[src/rtl/fust_m_issue_ctrl_pkg.sv]
// Shared types for the matrix FU status-table issue controller.
// Holds the FSM encoding, the latched row layout and the tag wakeup rule.
package fust_m_issue_ctrl_pkg;

    localparam int MREG_W = 4;
    localparam int TAG_W  = 2;

    typedef enum logic [2:0] {
        IDLE  = 3'd0,
        WAIT  = 3'd1,
        ISSUE = 3'd2,
        EXEC  = 3'd3,
        WB    = 3'd4
    } fust_m_ctrl_state_t;

    typedef struct packed {
        logic [MREG_W-1:0] md;
        logic [MREG_W-1:0] ms1;
        logic [MREG_W-1:0] ms2;
        logic [MREG_W-1:0] ms3;
        logic [TAG_W-1:0]  t1;
        logic [TAG_W-1:0]  t2;
        logic [TAG_W-1:0]  t3;
        logic              spec;
    } fust_m_ctrl_row_t;

    // A zero tag already means "ready", so it can never be woken by a broadcast.
    function automatic logic [TAG_W-1:0] wake_tag(input logic [TAG_W-1:0] tag,
                                                  input logic             valid,
                                                  input logic [TAG_W-1:0] wtag);
        return (valid && (tag != '0) && (tag == wtag)) ? '0 : tag;
    endfunction

endpackage

[src/rtl/fust_m_issue_ctrl_mm_lat_counter.sv]
// Down-counter timing the matrix unit latency; loads MM_LAT-1 on start
// and saturates at zero so it never wraps.
module mm_lat_counter #(
    parameter int MM_LAT = 8
) (
    input  logic clk,
    input  logic rst,
    input  logic load,
    input  logic clear,
    input  logic dec,
    output logic zero,
    output logic last
);

    localparam int CNT_W = $clog2(MM_LAT);

    logic [CNT_W-1:0] count;

    always_ff @(posedge clk or posedge rst) begin
        if (rst) begin
            count <= '0;
        end else if (clear) begin
            count <= '0;
        end else if (load) begin
            count <= CNT_W'(MM_LAT - 1);
        end else if (dec && (count != '0)) begin
            count <= count - CNT_W'(1);
        end
    end

    assign zero = (count == '0);
    assign last = (count == CNT_W'(1));

endmodule

[src/rtl/fust_m_issue_ctrl.sv]
// Single-row matrix FUST issue controller: captures one dispatched op, wakes its
// tags, issues to the MAC unit, times execution and arbitrates for writeback.
module fust_m_issue_ctrl
    import fust_m_issue_ctrl_pkg::*;
#(
    parameter int MM_LAT = 8
) (
    input  logic               clk,
    input  logic               rst,
    input  logic               disp_en,
    input  logic [MREG_W-1:0]  disp_md,
    input  logic [MREG_W-1:0]  disp_ms1,
    input  logic [MREG_W-1:0]  disp_ms2,
    input  logic [MREG_W-1:0]  disp_ms3,
    input  logic [TAG_W-1:0]   disp_t1,
    input  logic [TAG_W-1:0]   disp_t2,
    input  logic [TAG_W-1:0]   disp_t3,
    input  logic               disp_spec,
    input  logic               wkup_valid,
    input  logic [TAG_W-1:0]   wkup_tag,
    input  logic               flush,
    input  logic               resolved,
    output logic               busy,
    input  logic               mm_ready,
    output logic               mm_start,
    output logic [MREG_W-1:0]  mm_ms1,
    output logic [MREG_W-1:0]  mm_ms2,
    output logic [MREG_W-1:0]  mm_ms3,
    output logic               wb_req,
    output logic [MREG_W-1:0]  wb_md,
    input  logic               wb_gnt,
    output fust_m_ctrl_state_t dbg_state
);

    fust_m_ctrl_state_t state, next_state;
    fust_m_ctrl_row_t   row;
    logic               squash;
    logic [TAG_W-1:0]   w1, w2, w3;
    logic               tags_ready;
    logic               cnt_zero, cnt_last;

    // In IDLE the incoming op is the one a flush can squash; afterwards it is the latched one.
    always_comb begin
        squash     = flush && ((state == IDLE) ? (disp_en && disp_spec) : row.spec);
        w1         = wake_tag((state == IDLE) ? disp_t1 : row.t1, wkup_valid, wkup_tag);
        w2         = wake_tag((state == IDLE) ? disp_t2 : row.t2, wkup_valid, wkup_tag);
        w3         = wake_tag((state == IDLE) ? disp_t3 : row.t3, wkup_valid, wkup_tag);
        tags_ready = ((w1 | w2 | w3) == '0);
    end

    always_ff @(posedge clk or posedge rst) begin
        if (rst) begin
            state <= IDLE;
        end else begin
            state <= next_state;
        end
    end

    always_comb begin
        next_state = state;
        case (state)
            IDLE:    if (disp_en && !squash) next_state = WAIT;
            WAIT:    if (squash) next_state = IDLE;
                     else if (tags_ready) next_state = ISSUE;
            ISSUE:   if (squash) next_state = IDLE;
                     else if (mm_ready) next_state = EXEC;
            EXEC:    if (squash) next_state = IDLE;
                     else if (cnt_last || cnt_zero) next_state = WB;
            WB:      if (squash) next_state = IDLE;
                     else if (wb_req && wb_gnt) next_state = IDLE;
            default: next_state = IDLE;
        endcase
    end

    always_comb begin
        busy      = (state != IDLE);
        mm_start  = (state == ISSUE) && mm_ready;
        wb_req    = (state == WB) && !row.spec;
        mm_ms1    = row.ms1;
        mm_ms2    = row.ms2;
        mm_ms3    = row.ms3;
        wb_md     = row.md;
        dbg_state = state;
    end

    always_ff @(posedge clk or posedge rst) begin
        if (rst) begin
            row <= '0;
        end else if (state == IDLE) begin
            if (disp_en && !squash) begin
                row <= '{md: disp_md, ms1: disp_ms1, ms2: disp_ms2, ms3: disp_ms3,
                         t1: w1, t2: w2, t3: w3, spec: disp_spec};
            end
        end else begin
            row.t1 <= w1;
            row.t2 <= w2;
            row.t3 <= w3;
            if (resolved && !squash) row.spec <= 1'b0;
        end
    end

    // Exit EXEC on the edge the count reaches zero so WB lands MM_LAT cycles after start.
    mm_lat_counter #(.MM_LAT(MM_LAT)) u_lat (
        .clk   (clk),
        .rst   (rst),
        .load  (mm_start && !squash),
        .clear (squash),
        .dec   (state == EXEC),
        .zero  (cnt_zero),
        .last  (cnt_last)
    );

endmodule

[config.mk]
export PLATFORM = sky130hd
export DESIGN_NAME = fust_m_issue_ctrl
export DESIGN_NICKNAME = d
export VERILOG_FILES = /design/src/rtl/fust_m_issue_ctrl_pkg.sv /design/src/rtl/fust_m_issue_ctrl_mm_lat_counter.sv /design/src/rtl/fust_m_issue_ctrl.sv
export SDC_FILE = /design/constraint.sdc
export NUM_CORES = 1
export LEC_CHECK = 0
export BUFFER_PORTS_ARGS = -buffer_cell sky130_fd_sc_hd__buf_2
export CAP_MARGIN = 20
export CORE_MARGIN = 4
export CORE_UTILIZATION = 42
export DETAILED_ROUTE_END_ITERATION = 10
export PLACE_DENSITY = 0.7
export SYNTH_ARGS = -nofsm -noshare
export SYNTH_HDL_FRONTEND = slang
export SYNTH_SLANG_ARGS = --single-unit
[constraint.sdc]
create_clock -name clk -period 1.8 [get_ports clk]
set_clock_uncertainty 0.1 [all_clocks]
set_input_delay 0.45 -clock clk [delete_from_list [all_inputs] [get_ports clk]]
set_output_delay 0.45 -clock clk [all_outputs]
set_load 0.05 [all_outputs]
Word level (Yosys, flattened, before mapping)
Index checks and enable logic that the tools add are counted.
Widths: inputs -> output; s select.
- bits in registers: 29
- latch bits: 0
- memory bits (writable): 0
- ROM bits: 0
- output and inout bits: 22
- logic and storage cells: 80
- memories: 0
- $add $sub $neg: 1
- $mul: 0
- divide/modulo/power cells: 0
- order comparisons: 0
- equality and inequality tests: 13
- shifts and indexed selects: 0
- multiplexer cells: 23
- bitwise logic cells: 2
- reductions and logical operators: 31
- operator list (operator ; number):
    $mux 3 ; 12
    $logic_and 1x1->1 ; 15
    $pmux 3 s5 ; 1
    $mux 7 ; 2
    $mux 2 ; 6
    $ne 3x3->1 const B ; 4
    $reduce_bool 3->1 ; 3
    $reduce_bool 2->1 ; 4
    $eq 2x2->1 ; 3
    $eq 3x1->1 const B ; 2
    $eq 3x2->1 const B ; 2
    $logic_not 3->1 ; 2
    $reduce_and 5->1 ; 1
    $or 2x2->2 ; 2
    $reduce_and 2->1 ; 2
    $eq 3x3->1 const B ; 1
    $sub 3x1->3 const B ; 1
    $logic_not 1->1 ; 2
    $logic_not 2->1 ; 1
    $mux 1 ; 2
    $ne 2x1->1 const B ; 1
    $logic_or 1x1->1 ; 1

Logic depth before layout (Yosys ltp)
Gate-level depths: netlist of the first run.
- word-level depth: 12
- gate-level depth with buffers: 7
- gate-level depth less buffers: 7

By module
From an unflattened synthesis of the first run, not the netlist that was laid out.
- cell total of the unflattened synthesis: 182
- area, all modules: 1845.5 µm²
- by module, submodules not included (module ; instances ; cells an instance ; area an instance (µm²) ; sequential area each (µm²)):
    fust_m_issue_ctrl ; 1 ; 160 ; 1621.6 ; 650.6
    mm_lat_counter ; 1 ; 22 ; 224.0 ; 75.1

Worst setup path after synthesis of the first run
No wires, ideal clock.
- kind: register to output
- from: reg state[2], in the netlist dbg_state[2]
- to: out wb_req
- data arrival time: 2.513 ns
- path slack: -1.263 ns
- stages on the path, launching flop included: 3
- cells stage by stage: dfrtp_1 inv_1 nor4_1
- word-level cells in the longest chain between the ends: 2
- ends and longest elaborated chain (element ; RTL line ; text):
    from (decl) ; fust_m_issue_ctrl.sv:35 ; fust_m_ctrl_state_t state, next_state;
    from (signal assigned) ; fust_m_issue_ctrl.sv:55 ; state <= next_state;
    $eq 3x3->1 ; fust_m_issue_ctrl.sv:78 ; wb_req = (state == WB) && !row.spec;
    $logic_and 1x1->1 ; fust_m_issue_ctrl.sv:78 ;
    to (decl) ; fust_m_issue_ctrl.sv:29 ; output logic wb_req,
No other way between the ends.

Worst setup path after layout of the first run
- from: reg state[2], in the netlist dbg_state[2]
- to: out mm_start
- word-level cells in the longest chain between the ends: 2
- ends and longest elaborated chain (element ; RTL line ; text):
    $eq 3x2->1 ; fust_m_issue_ctrl.sv:77 ; mm_start = (state == ISSUE) && mm_ready;
    $logic_and 1x1->1 ; fust_m_issue_ctrl.sv:77 ;
    to (decl) ; fust_m_issue_ctrl.sv:25 ; output logic mm_start,
No other way between the ends.

==> results of run 1 <==
==> sequential cells by signal, summed over array words and instances (netlist names) <==
name	flops
mm_ms2	4
dbg_state	3
row	7
wb_md	4
u_lat.count	3
mm_ms3	4
mm_ms1	4
==> power groups by stage <==
stage	sequential, mW	combinational [mW]	clock [mW]
2_1_floorplan	1.34	2.48	0
3_3_place_gp	1.29	2.84	0
3_5_place_dp	1.30	2.88	0
4_1_cts	1.29	2.99	0.716
5_1_grt	1.34	3.43	0.753
6_report	1.29	3.19	0.699
==> kinds of logic after synthesis <==
group,synth area share (%)
AND/OR/NAND/NOR,13.5
AO/OA/AOI/OAI,13.0
buffers and inverters,11.7
flip-flops,39.2
multiplexers,18.2
XOR/XNOR,2.36
adder cells (fa/ha/maj),2.03
==> worst max-delay path, stage by stage (launching register included) <==
cell        delay (ns)
dfrtp_2           0.46
nor2_2            0.17
nand3_2           0.12
clkinvlp_4        0.09
buf_6             0.15
==> stage by stage <==
step / instances / power, mW / hold slack [ns] / cell area, um2
after global placement: 274 / 4.13 / 0.364 / 2150
final: 291 / 5.18 / 0.131 / 2370
after global routing: 291 / 5.52 / 0.164 / 2370
after CTS: 285 / 4.99 / 0.132 / 2310
after floorplan: 181 / 3.81 / 0.359 / 1900
after detailed placement: 274 / 4.18 / 0.371 / 2150
==> layout make-up <==
type / count / area [um2]
clock buffers: 7 / 86.3
clock inverters: 1 / 30.0
fillers: 358 / 1770
inverters: 9 / 40.0
multi-input cells: 119 / 948
flip-flops and latches: 29 / 729
well taps: 50 / 62.6
repair buffers: 76 / 478
==> cell usage in the layout, fill, tap and decap left out, types with 4 or more instances in the layout <==
| cell | netlist | final |
|---|---|---|
| a21oi_1 | 10 | 10 |
| a32o_1 | 6 | 6 |
| buf_2 | 2 | 51 |
| buf_4 | 17 | 19 |
| buf_6 | 2 | 4 |
| clkbuf_8 | 0 | 6 |
| dfrtp_1 | 29 | 26 |
| inv_1 | 8 | 6 |
| mux2_4 | 10 | 11 |
| mux2i_1 | 12 | 10 |
| nand2_1 | 12 | 12 |
| nand3_1 | 6 | 5 |
| nor2_1 | 9 | 8 |
| o21ai_0 | 14 | 13 |
| or2_2 | 4 | 4 |
| xor2_1 | 4 | 4 |
==> path summary, 6_finish.rpt <==
path | start | to | slack [ns] | depth (start not counted)
setup / recovery | dbg_state[2] | mm_start | -0.01 | 4
hold / removal | rst | row[0] | 0.13 | 3
setup reg to reg | dbg_state[2] | row[1] | 0.03 | 6
hold reg to reg | mm_ms3[1] | mm_ms3[1] | 0.38 | 1
max in group asynchronous | rst | dbg_state[2] | 1.18 | 3
min in group clk | disp_ms3[0] | mm_ms3[0] | 0.29 | 2
==> layer usage <==
layer | part of all wire, % | routed length [um] | global-route usage, % | up-vias
li1 | - | - | - | 746
met1 | 45 | 1930 | 22.4 | 712
met2 | 44 | 1890 | 25.2 | 71
met3 | 8.3 | 353 | 5.14 | 9
met4 | 1.7 | 72 | 7.11 | 2
met5 | 0.21 | 9 | 0 | -
==> timing repair <==
action,in CTS,in global routing
setup endpoints to repair,3,11
setup buffers,3,6
pin swaps,1,1
endpoints found under the hold margin,0,0
resized for setup,8,6
==> run summary, run 1 <==
Internal Power - 2.77 mW
CTS root buf - clkbuf_8
Critical path capture point type - output pin
Sequential share of power - 24.9%
Critical path arrival - 1.26 ns
Nets - 276
Crit path time final - 1.81 ns
Die Ht - 74.4 um
Antenna diodes - 0
Final Hold Viols - 0
Clk_lat worst skew - 0.28 ns
Total Wirelength - 4.26 mm
Switching Fraction - 46.5%
Slew HR - 75.1%
Vias - 1540
First-pass GRT wire length - 7.02 mm
Post-route ant nets - 0
CTS clk-pin slew, worst paths - 0.07 ns
YS warnings - 0
Grt total ovfl - 0
IO Pins - 55
DRT iter0 DRCs - 87
Yosys top cell by area - dfrtp_1
Finished Core Util - 57.3%
RSZ-0062 raised after global routing - true
Starting Density - 44.7%
Final worst slack - -0.0136 ns
Top_reg_cell synth - dfrtp_1
Status - finished with violations
Peak supply drop - 1.05 mV
Mapped Area - 1850 um2
Gr usage total - 16.8%
Sequential area share after synthesis - 39.2%
Crit Path Class - register to output pin
WP data required - 1.25 ns
Max Fclk - 551 MHz
Slew Limit Fails - 0
Pre-CTS WS - 0.0414 ns
Most frequent cell after synthesis - dfrtp_1
Tightest Pin Transition - 0.373 ns
Drt drc - 0
Final setup fails - 2
Post-DR vias/cell - 5.29
EDFF count, synth - 0
Combinational Power Share - 61.6%
CP Max Fanout - 5
Layout area overhead - 28.2%
Max-Cap Viols - 0
Fin crit share - 101%
Gate Count Post-Synth - 181
Leak - 1.15 nW
Total clock sinks - 29
Yosys reg bits - 29
Largest net degree at the start of global routing - 30
WL/cell - 14.6 um
Clk buf depth - 2
TritonCTS Buffers - 5
Async S/R FF share, synth - 100%
Syn avg cell area - 10.2 um2
Num rows - 23
First drt pass iteration count - 4
CTS tree - yes
Crit start category - register
Die W - 74.4 um
H-tree Lvls - 2
Initial antenna violation count - 1
Pwr/cell area - 2180 nW/um2
Yosys cell types - 39
Buffers on Ports - 54
Detailed placement HPWL - 3.08 mm
Cts hold-fix bufs - 0
Top cells by count, synth - dfrtp_1 (29), buf_4 (17), o21ai_0 (14)
Core area - 4140 um2
Failing checks - negative setup slack
Post-synth top area share - 39.2%
Largest cells by area after synthesis - dfrtp_1 (39%), mux2_4 (8.1%), buf_4 (6.9%)
Sw power - 2.41 mW
RePlAce Congestion - 0.832
Hold Crit Class - primary input to async pin
Number of global-route vias before repair - 1517
Synthesized net count - 217
Layout cell share with drive strength beyond 1 - 47.7%
Final TNS setup - -0.0144 ns
Die Area - 5540 um2
Clock Power Share - 13.5%
(Power assumes the default switching activity.)
==> run 2, diff against run 1 <==
--- a/config.mk
+++ b/config.mk
@@ -5,6 +5,7 @@
 export SDC_FILE = /design/constraint.sdc
 export NUM_CORES = 1
 export LEC_CHECK = 0
+export ABC_AREA = 0
 export BUFFER_PORTS_ARGS = -buffer_cell sky130_fd_sc_hd__buf_2
 export CAP_MARGIN = 20
 export CORE_MARGIN = 4
@@ -13,4 +14,5 @@
 export PLACE_DENSITY = 0.7
 export SYNTH_ARGS = -nofsm -noshare
 export SYNTH_HDL_FRONTEND = slang
+export SYNTH_HIERARCHICAL = 1
 export SYNTH_SLANG_ARGS = --single-unit
==> run 2 against run 1 <==
  * The flow still finishes with violations (negative setup slack)
  * Utilization increased by 14 points
  * First-iteration DRC count is 8.0% higher
  * Cell area grew 23%
  * Non-clock buffer count is 46 higher
  * Fmax down 17%
  * Synthesized cell count is 0.55% higher
  * Clock power is 24% lower
  * Final cell count increased by 16%
  * Routed wire length grew 28%
  * Global-route usage grew 3.2 points
  * Sequential power fell by 11%
  * Critical path depth is 2 higher
==> run summary, run 2 <==
Status - finished with violations (unchanged)
Failing checks - negative setup slack (unchanged)
CP delay by family, top - simple AND/OR/NAND/NOR gates (was flip-flops)
CTS root buf - clkbuf_8 (unchanged)
Total Wirelength - 5.46 mm (was 4.26 mm)
Nets - 323 (was 276)
DRT iter0 DRCs - 94 (was 87)
CTS clk-pin slew, worst paths - 0.07 ns (about the same)
Yosys cell types - 53 (was 39)
CP Max Fanout - 6 (was 5)
Grt total ovfl - 0 (unchanged)
Antenna diodes - 0 (unchanged)
Crit path time final - 2.19 ns (was 1.81 ns)
Largest net degree at the start of global routing - 17 (was 30)
Yosys top cell by area - dfrtp_1 (unchanged)
Finished Cell Area - 2930 um2 (was 2370 um2)
Largest cells by area after synthesis - dfrtp_1 (39%), mux2_2 (9.8%), buf_4 (6.9%) (was dfrtp_1 (39%), mux2_4 (8.1%), buf_4 (6.9%))
Layout cell share with drive strength beyond 1 - 63.5% (was 47.7%)
Combinational Power Share - 68.2% (was 61.6%)
Sequential share of power - 21.7% (was 24.9%)
Die Ht - 74.3 um (was 74.4 um)
Syn avg cell area - 10.1 um2 (was 10.2 um2)
Clk_lat worst skew - 0.28 ns (about the same)
Detailed placement HPWL - 3.67 mm (was 3.08 mm)
Crit Path Class - register to register (was register to output pin)
Die Area - 5520 um2 (was 5540 um2)
Sequential area share after synthesis - 39.3% (was 39.2%)
Buf+Inv Stages, Crit Path - 1 (was 2)
Buffers on Ports - 54 (unchanged)
Pre-CTS WS - -0.390 ns (was 0.0414 ns)
First-pass GRT wire length - 8.38 mm (was 7.02 mm)
Gate Count Post-Synth - 182 (was 181)
YS warnings - 6 (was 0)
EDFF count, synth - 0 (unchanged)
Final Hold Viols - 0 (unchanged)
IO Pins - 55 (unchanged)
Number of flip-flops in the largest register - 7 (unchanged)
Total power - 5.30 mW (was 5.18 mW)
Die W - 74.3 um (was 74.4 um)
Async S/R FF share, synth - 100% (unchanged)
Peak supply drop - 1.16 mV (was 1.05 mV)
Slew HR - 64.5% (was 75.1%)
Most frequent cell after synthesis - dfrtp_1 (unchanged)
Slew Limit Fails - 0 (unchanged)
Hold Crit Class - primary input to register (was primary input to async pin)
Initial antenna violation count - 0 (was 1)
Commonest cells after routing, fill and taps aside - buf_4 (52), buf_2 (50), dfrtp_1 (26) (was buf_2 (51), dfrtp_1 (26), buf_4 (19))
Clk buf depth - 2 (unchanged)
Placed Area - 2500 um2 (was 2150 um2)
RSZ-0062 raised after global routing - true (unchanged)
Vias - 1851 (was 1540)
Gr usage total - 19.9% (was 16.8%)
CP max-delay cell - or4b_4 (was dfrtp_2)
Tightest Pin Transition - 0.532 ns (was 0.373 ns)
RePlAce Congestion - 0.864 (was 0.832)
Finished Core Util - 71.3% (was 57.3%)
Final worst slack - -0.395 ns (was -0.0136 ns)
First drt pass iteration count - 4 (unchanged)
Crit start category - register (unchanged)
WL/cell - 16.1 um (was 14.6 um)
Leak - 1.41 nW (was 1.15 nW)
Core area - 4120 um2 (was 4140 um2)
Post-route ant nets - 0 (unchanged)
H-tree Lvls - 2 (unchanged)
Most common cell after layout, fill and taps aside - buf_4 (was buf_2)
Number of global-route vias before repair - 1917 (was 1517)
Critical path capture point type - register (was output pin)
Num rows - 23 (unchanged)
Final setup fails - 12 (was 2)
Synthesized net count - 218 (was 217)
WP data required - 1.88 ns (was 1.25 ns)
Top cells by count, synth - dfrtp_1 (29), nand2_1 (18), buf_4 (17) (was dfrtp_1 (29), buf_4 (17), o21ai_0 (14))
Max Fclk - 456 MHz (was 551 MHz)
Drt drc - 0 (unchanged)
Clock Power Share - 10.0% (was 13.5%)
Worst-path cell chain - buf_6 -> or4b_4 -> a21bo_1 -> a22oi_2 -> nand4_1 -> o32ai_2 (was nor2_2 -> nand3_2 -> clkinvlp_4 -> buf_6)
Yosys reg bits - 29 (unchanged)
Hold Worst Slack - 0.298 ns (was 0.131 ns)
Pwr/cell area - 1810 nW/um2 (was 2180 nW/um2)
TritonCTS Buffers - 5 (unchanged)
Layout area overhead - 58.9% (was 28.2%)
CTS tree - yes (unchanged)
Critical path arrival - 2.27 ns (was 1.26 ns)
Mapped Area - 1850 um2 (about the same)
Internal Power - 2.82 mW (was 2.77 mW)
Sw power - 2.47 mW (was 2.41 mW)
Max stage delay on crit path - 0.57 ns (was 0.46 ns)
Post-synth top area share - 39.3% (was 39.2%)
Switching Fraction - 46.7% (was 46.5%)
Top_reg_cell synth - dfrtp_1 (unchanged)
Post-DR vias/cell - 5.48 (was 5.29)
Most flops, register - row (unchanged)
Total clock sinks - 29 (unchanged)
Starting Density - 44.8% (was 44.7%)
Max-Cap Viols - 0 (unchanged)
Fin crit share - 122% (was 101%)
## run 2: cell types whose count changed after synthesis, moves of 6 or more
cell,before,now
a32o_1,6,0
mux2_4,10,0
o21ai_0,14,5
mux2i_1,12,0
mux2_2,2,16
nand2_1,12,18
## run 2: worst register-to-register path, delay by kind of cell (launching register included)
family / cells / cell delay [ns]
compound gates: 3 / 0.62
flops: 1 / 0.46
simple gates: 2 / 0.76
buf+inv: 1 / 0.15
## run 2: kinds of logic after synthesis
| family | count (synthesis) | synth area share, % |
|---|---|---|
| AOI/OAI and AO/OA | 41 | 17.4 |
| adders and majority gates | 3 | 2.03 |
| buffers and inverters | 35 | 11.5 |
| DFF | 29 | 39.3 |
| muxes | 16 | 9.76 |
| and+or+nand+nor | 58 | 20.0 |
## run 2: per-layer routing
layer / up-vias / part of all wire (%) / track usage (%)
met5: - / 0 / 0
met4: 0 / 3.8 / 9.49
met3: 19 / 6.1 / 3.65
met2: 66 / 54 / 36.5
met1: 903 / 36 / 22.2
li1: 863 / - / -
## run 2: cell type report
type | instances | area (um2)
repair buffers | 122 | 900
inverters | 11 | 57.6
flip-flops and latches | 29 | 729
multi-input cells | 118 | 1100
clock buffers | 5 | 68.8
clock inverters | 3 | 17.5
fillers | 299 | 1180
well taps | 50 | 62.6
## run 2: path summary, 6_finish.rpt
check / from / to / slack [ns] / cells after the start
setup / recovery: dbg_state[1] / dbg_state[1] / -0.39 / 6
hold / removal: disp_ms2[2] / mm_ms2[2] / 0.30 / 2
setup reg to reg: dbg_state[1] / dbg_state[1] / -0.39 / 6
hold reg to reg: mm_ms1[0] / mm_ms1[0] / 0.40 / 1
max in group asynchronous: rst / dbg_state[2] / 0.47 / 4
min in group asynchronous: rst / u_lat/count[1] / 0.48 / 3
## run 2: what timing repair did
item / in CTS / in global routing
setup endpoints to repair: 14 / 16
endpoints found under the hold margin: 3 / 0
pin swaps: 17 / 12
gates cloned: 1 / 0
hold buffers: 1 / 0
resized for setup: 34 / 17
buffers inserted: 9 / 6
## run 2: stage by stage
step	setup TNS, ns	cells
2_1_floorplan	-6.67	182
3_3_place_gp	-2.05	314
3_5_place_dp	-2.41	314
4_1_cts	-2.26	333
5_1_grt	-3.92	338
6_report	-2.84	338
## run 2: power by group through the flow
stage / Clock, mW / Sequential [mW] / Combinational (mW)
after detailed placement: 0 / 1.15 / 3.03
after global placement: 0 / 1.14 / 2.98
final: 0.532 / 1.15 / 3.61
after CTS: 0.540 / 1.15 / 3.38
after global routing: 0.576 / 1.18 / 3.85
after floorplan: 0 / 1.17 / 2.18
